`config.mk`:
```
export PLATFORM = sky130hd
export DESIGN_NAME = hex_display_scanner
export DESIGN_NICKNAME = d
export VERILOG_FILES = /design/src/rtl/hex_display_scanner.sv
export SDC_FILE = /design/constraint.sdc
export NUM_CORES = 1
export LEC_CHECK = 0
export ABC_AREA = 1
export CAP_MARGIN = 5
export CORE_UTILIZATION = 40
export CTS_CLUSTER_DIAMETER = 60
export CTS_CLUSTER_SIZE = 40
export DETAILED_ROUTE_END_ITERATION = 16
export RECOVER_POWER = 50
export REMOVE_ABC_BUFFERS = 1
export SETUP_SLACK_MARGIN = 0.3
export SYNTH_ARGS = -nofsm -noshare
export SYNTH_HDL_FRONTEND = slang
export SYNTH_SLANG_ARGS = --single-unit
```
`constraint.sdc`:
```
create_clock -name clk -period 2.1 [get_ports clk]
set_input_delay 0.42 -clock clk [delete_from_list [all_inputs] [get_ports clk]]
set_output_delay 0.42 -clock clk [all_outputs]
set_load 0.03 [all_outputs]
```
`src/rtl/hex_display_scanner.sv`:
```
`default_nettype none
// +----------------------------------------------------------------------------+
// | hex_display_scanner: time-multiplexed hex display feeder, frame-boundary    |
// | double buffering and per-slot blanking. Option: HEX_SCAN_LZB_EN (LZ blank). |
// | Rev 1.0                                                                     |
// +----------------------------------------------------------------------------+
module hex_display_scanner #(
  parameter int DIGITS       = 4,
  parameter int PRESCALE     = 50000,
  parameter int BLANK_CYCLES = 16,
  parameter int CNT_W        = 16
) (
  input  logic                  clk,
  input  logic                  rst,
  input  logic [4*DIGITS-1:0]   value,
  input  logic [DIGITS-1:0]     dp_in,
  input  logic                  load,
  output logic [3:0]            digit_nibble,
  output logic [DIGITS-1:0]     digit_sel_n,
  output logic                  dp_n,
  output logic                  frame_done
);

  localparam int IDX_W = (DIGITS > 1) ? $clog2(DIGITS) : 1;

  logic [CNT_W-1:0]    cnt_q, cnt_d;
  logic [IDX_W-1:0]    idx_q, idx_d;
  logic [4*DIGITS-1:0] act_val_q, act_val_d;
  logic [DIGITS-1:0]   act_dp_q, act_dp_d;
  logic [4*DIGITS-1:0] pend_val_q, pend_val_d;
  logic [DIGITS-1:0]   pend_dp_q, pend_dp_d;
  logic                pend_valid_q, pend_valid_d;
  logic                frame_done_q, frame_done_d;

  logic tick;
  logic fb;
  logic blank;
  logic [DIGITS-1:0] suppress;

  assign tick  = (cnt_q == CNT_W'(PRESCALE - 1));
  assign fb    = tick && (idx_q == IDX_W'(DIGITS - 1));
  assign blank = (cnt_q < CNT_W'(BLANK_CYCLES));

  always_comb begin
    cnt_d        = tick ? '0 : cnt_q + CNT_W'(1);
    idx_d        = idx_q;
    act_val_d    = act_val_q;
    act_dp_d     = act_dp_q;
    pend_val_d   = pend_val_q;
    pend_dp_d    = pend_dp_q;
    pend_valid_d = pend_valid_q;
    frame_done_d = fb;

    if (tick) begin
      idx_d = (idx_q == IDX_W'(DIGITS - 1)) ? '0 : idx_q + IDX_W'(1);
    end

    // A load coinciding with the boundary bypasses the pending buffer
    if (fb) begin
      if (load) begin
        act_val_d = value;
        act_dp_d  = dp_in;
      end else if (pend_valid_q) begin
        act_val_d = pend_val_q;
        act_dp_d  = pend_dp_q;
      end
      pend_valid_d = 1'b0;
    end else if (load) begin
      pend_val_d   = value;
      pend_dp_d    = dp_in;
      pend_valid_d = 1'b1;
    end
  end

  always_ff @(posedge clk) begin
    if (rst) begin
      cnt_q        <= '0;
      idx_q        <= '0;
      act_val_q    <= '0;
      act_dp_q     <= '0;
      pend_val_q   <= '0;
      pend_dp_q    <= '0;
      pend_valid_q <= 1'b0;
      frame_done_q <= 1'b0;
    end else begin
      cnt_q        <= cnt_d;
      idx_q        <= idx_d;
      act_val_q    <= act_val_d;
      act_dp_q     <= act_dp_d;
      pend_val_q   <= pend_val_d;
      pend_dp_q    <= pend_dp_d;
      pend_valid_q <= pend_valid_d;
      frame_done_q <= frame_done_d;
    end
  end

`ifdef HEX_SCAN_LZB_EN
  logic zero_run;

  // Walk from the most significant digit down; digit 0 is never suppressed
  always_comb begin
    suppress = '0;
    zero_run = 1'b1;
    for (int i = DIGITS - 1; i >= 1; i--) begin
      zero_run    = zero_run && (act_val_q[4*i +: 4] == 4'h0);
      suppress[i] = zero_run && !act_dp_q[i];
    end
  end
`else
  assign suppress = '0;
`endif

  always_comb begin
    digit_nibble = 4'h0;
    dp_n         = 1'b1;
    digit_sel_n  = '1;
    for (int i = 0; i < DIGITS; i++) begin
      if (idx_q == IDX_W'(i)) begin
        digit_nibble = act_val_q[4*i +: 4];
        dp_n         = ~act_dp_q[i];
        if (!blank && !suppress[i]) begin
          digit_sel_n[i] = 1'b0;
        end
      end
    end
  end

  assign frame_done = frame_done_q;

endmodule
`default_nettype wire

```
==> results.yml <==
final_layout:
  postLayoutCoreUtil_pct: 56.0
  final_area_um2: 4130
  layout-drive-gt1-share_pct: 24.4
  n_antenna_cell: 0
  fill_cells: 715
  nNetsFinal: 544
  ff_latch_area_um2: 1220
  area_growth_pct: 33.8
  mostFrequentLayoutCells: "nand2_1 (106), nor2_1 (75), inv_1 (60)"
  multi_input_area_um2: 1800
  stdcell_count: 620
  layout_commonest_cell: "nand2_1"
worst_setup_path:
  critical_path_depth: 8
  critPathMaxFanout: 4
  cp_cell_sequence: "inv_4, ha_4, inv_4, buf_6, nand3_2, o211ai_1, a22oi_1, buf_4"
  critPathArrivalTime_ns: 1.65
  r2r_slack_ns: 0.19
  endpoint_kind: "primary output"
  crit_top_cell: "inv_4"
  r2r_start: "cnt_q[11]"
  rr_worst_depth: 7
  worst-setup-path-type: "reg2out"
  cpLargestDelayFamily: "buffers and inverters"
  r2r-end: "pend_val_q[0]"
  required_ns: 1.68
  crit_path_max_incr_delay_ns: 0.36
  start_kind: "flop"
  slowest_stage: "dfxtp_4"
  crit_buf_inv: 4
grt:
  grt_max_degree: 43
  antenna_found_initial: 0
  grt_usage_pct: 18.2
  grt_pass1_vias: 2679
  overflow: 0
  grt_pass1_wl_mm: 11.9
cts:
  tritoncts: "done"
  clk_pin_slew_ns: 0.08
  clock_sinks: 60
  htree_levels: 3
  insertion_delay_ns: 0.34
  clock-root-buffer: "clkbuf_8"
  clockBufferDepth: 2
  postCtsHoldBufs: 0
  cts_buffers: 9
synth:
  async_reset_ff_share_pct: 0
  avgSynthCellArea_um2: 6.51
  ys_seq_elements: 60
  synth_flop_cell: "dfxtp_1"
  synth_cells: 474
  synth-edff-count: 0
  ys_warn_count: 0
  ys_seq_area_share_pct: 38.9
  syn_area_um2: 3080
  synth_cell_type_count: 32
floorplanning:
  core_um2: 7370
  rows: 31
  chipWidth_um: 89.8
  dieArea_um2: 8070
  pin_count: 33
  initial_core_util_pct: 41.9
  dieHeight_um: 89.8
flow_run:
  drv_cap: 0
worst_hold_path:
  holdCritPathClass: "reg2reg"
  hold-path-endpoint: "pend_valid_q"
  hp-start: "pend_valid_q"
  min_path_cells: 2
sta:
  setup_violations: 0
  skew_ns: 0.00916
  hold_viol: 0
  relSlewSlack_pct: 53.1
  max_freq_mhz: 482
  rsz0062_at_grt: "yes"
  fin_crit_sh_pct: 98.8
  drv_slew: 0
  tns_ns: 0
  min_period_ns: 2.07
  holdWs_ns: 0.466
  worst_slew_pin_slew_ns: 0.703
placed_design:
  dpl.hpwl_mm: 4.66
  portBuffers: 32
  placed_cells: 596
  finalWeightedCongestion: 0.823
  place_area_um2: 3500
routing:
  drt_iter0_drc: 93
  vias: 2957
  antenna_left: 0
  first_pass_iters: 4
  routedWlPerCell_um: 11.8
  drcViolationCount: 0
  via_per_inst: 4.77
  drt-total-wl_mm: 7.33
pwr:
  power_density_nw_per_um2: 624
  ir_drop_mv: 0.366
  leakagePower_nw: 1.87
status:
  outcome: "finished, final reports clean"
==> power by group <==
group          leakage [nW]  switching (W)  internal [W]  total [W]
clock network         0.105       0.000491      0.000698    0.00119
registers             0.495      0.0000231       0.00116    0.00119
logic                  1.27       0.000105     0.0000967   0.000202
total                  1.87       0.000619       0.00196    0.00258
==> worst min-delay path: stages, from the launching register on <==
cell,delay (ns)
dfxtp_1,0.30
inv_1,0.08
a21oi_2,0.05
==> worst max-delay path by stage <==
stage                  start               to
finish              idx_q[1]             dp_n
global route        idx_q[1]             dp_n
CTS                 idx_q[1]  digit_nibble[0]
detailed placement  idx_q[0]  digit_nibble[2]
global placement    idx_q[0]  digit_nibble[1]
floorplan           idx_q[0]  digit_nibble[1]
==> repair_timing <==
item                                    4_1_cts  5_1_grt
gates cloned                                  0        0
pin swaps                                    12       52
setup buffers                                 7        1
endpoints found under the setup margin        9       33
gates resized for setup                      65       59
==> cells in the mapped netlist (4+ instances only) <==
master,instances,area (um^2)
a21oi_1,36,180
inv_1,65,244
buf_2,6,30.0
ha_1,5,62.6
nand2_1,110,413
dfxtp_1,60,1200
xor2_1,4,35.0
nor3_1,8,40.0
o21ai_0,33,165
nand3_1,29,145
clkbuf_1,13,48.8
nor2_1,77,289
==> kinds of logic (layout without fill, tap and decap cells) <==
family | count (synthesis) | count (layout) | synth area share, %
flops | 60 | 60 | 38.9
simple gates | 241 | 241 | 33.8
buf+inv | 91 | 138 | 12.0
compound gates | 73 | 73 | 12.2
xor+xnor | 4 | 4 | 1.14
fa+ha+maj | 5 | 5 | 2.03
==> sequential cells by signal, indices dropped and copies added, names as in the netlist <==
register      cells
act_dp_q          4
act_val_q        16
cnt_q            16
frame_done        1
idx_q             2
pend_dp_q         4
pend_val_q       16
pend_valid_q      1
==> layout make-up <==
| class | instances | area share [%] |
|---|---|---|
| Clock buffer | 10 | 3.33 |
| Clock inverter | 6 | 2.12 |
| Inverter | 68 | 6.46 |
| Multi-Input combinational cell | 323 | 43.6 |
| Sequential cell | 60 | 29.7 |
| Tap cell | 99 | 3.00 |
| Timing Repair Buffer | 54 | 11.8 |
==> through the flow <==
stage	total power [W]	setup WS (ns)
floorplan	0.00131	0.158
global placement	0.00139	-0.0979
detailed placement	0.00139	-0.174
CTS	0.00258	-0.0172
global route	0.00268	-0.0606
finish	0.00258	0.0257
==> layer usage <==
| layer | track usage [%] | vias up | share of wire (%) |
|---|---|---|---|
| li1 | - | 1554 | - |
| met1 | 21.3 | 1341 | 46 |
| met2 | 31.5 | 50 | 49 |
| met3 | 4.82 | 12 | 3.2 |
| met4 | 7.51 | 0 | 1.6 |
| met5 | 0 | - | 0 |
Power figures use the tool's default switching activity.
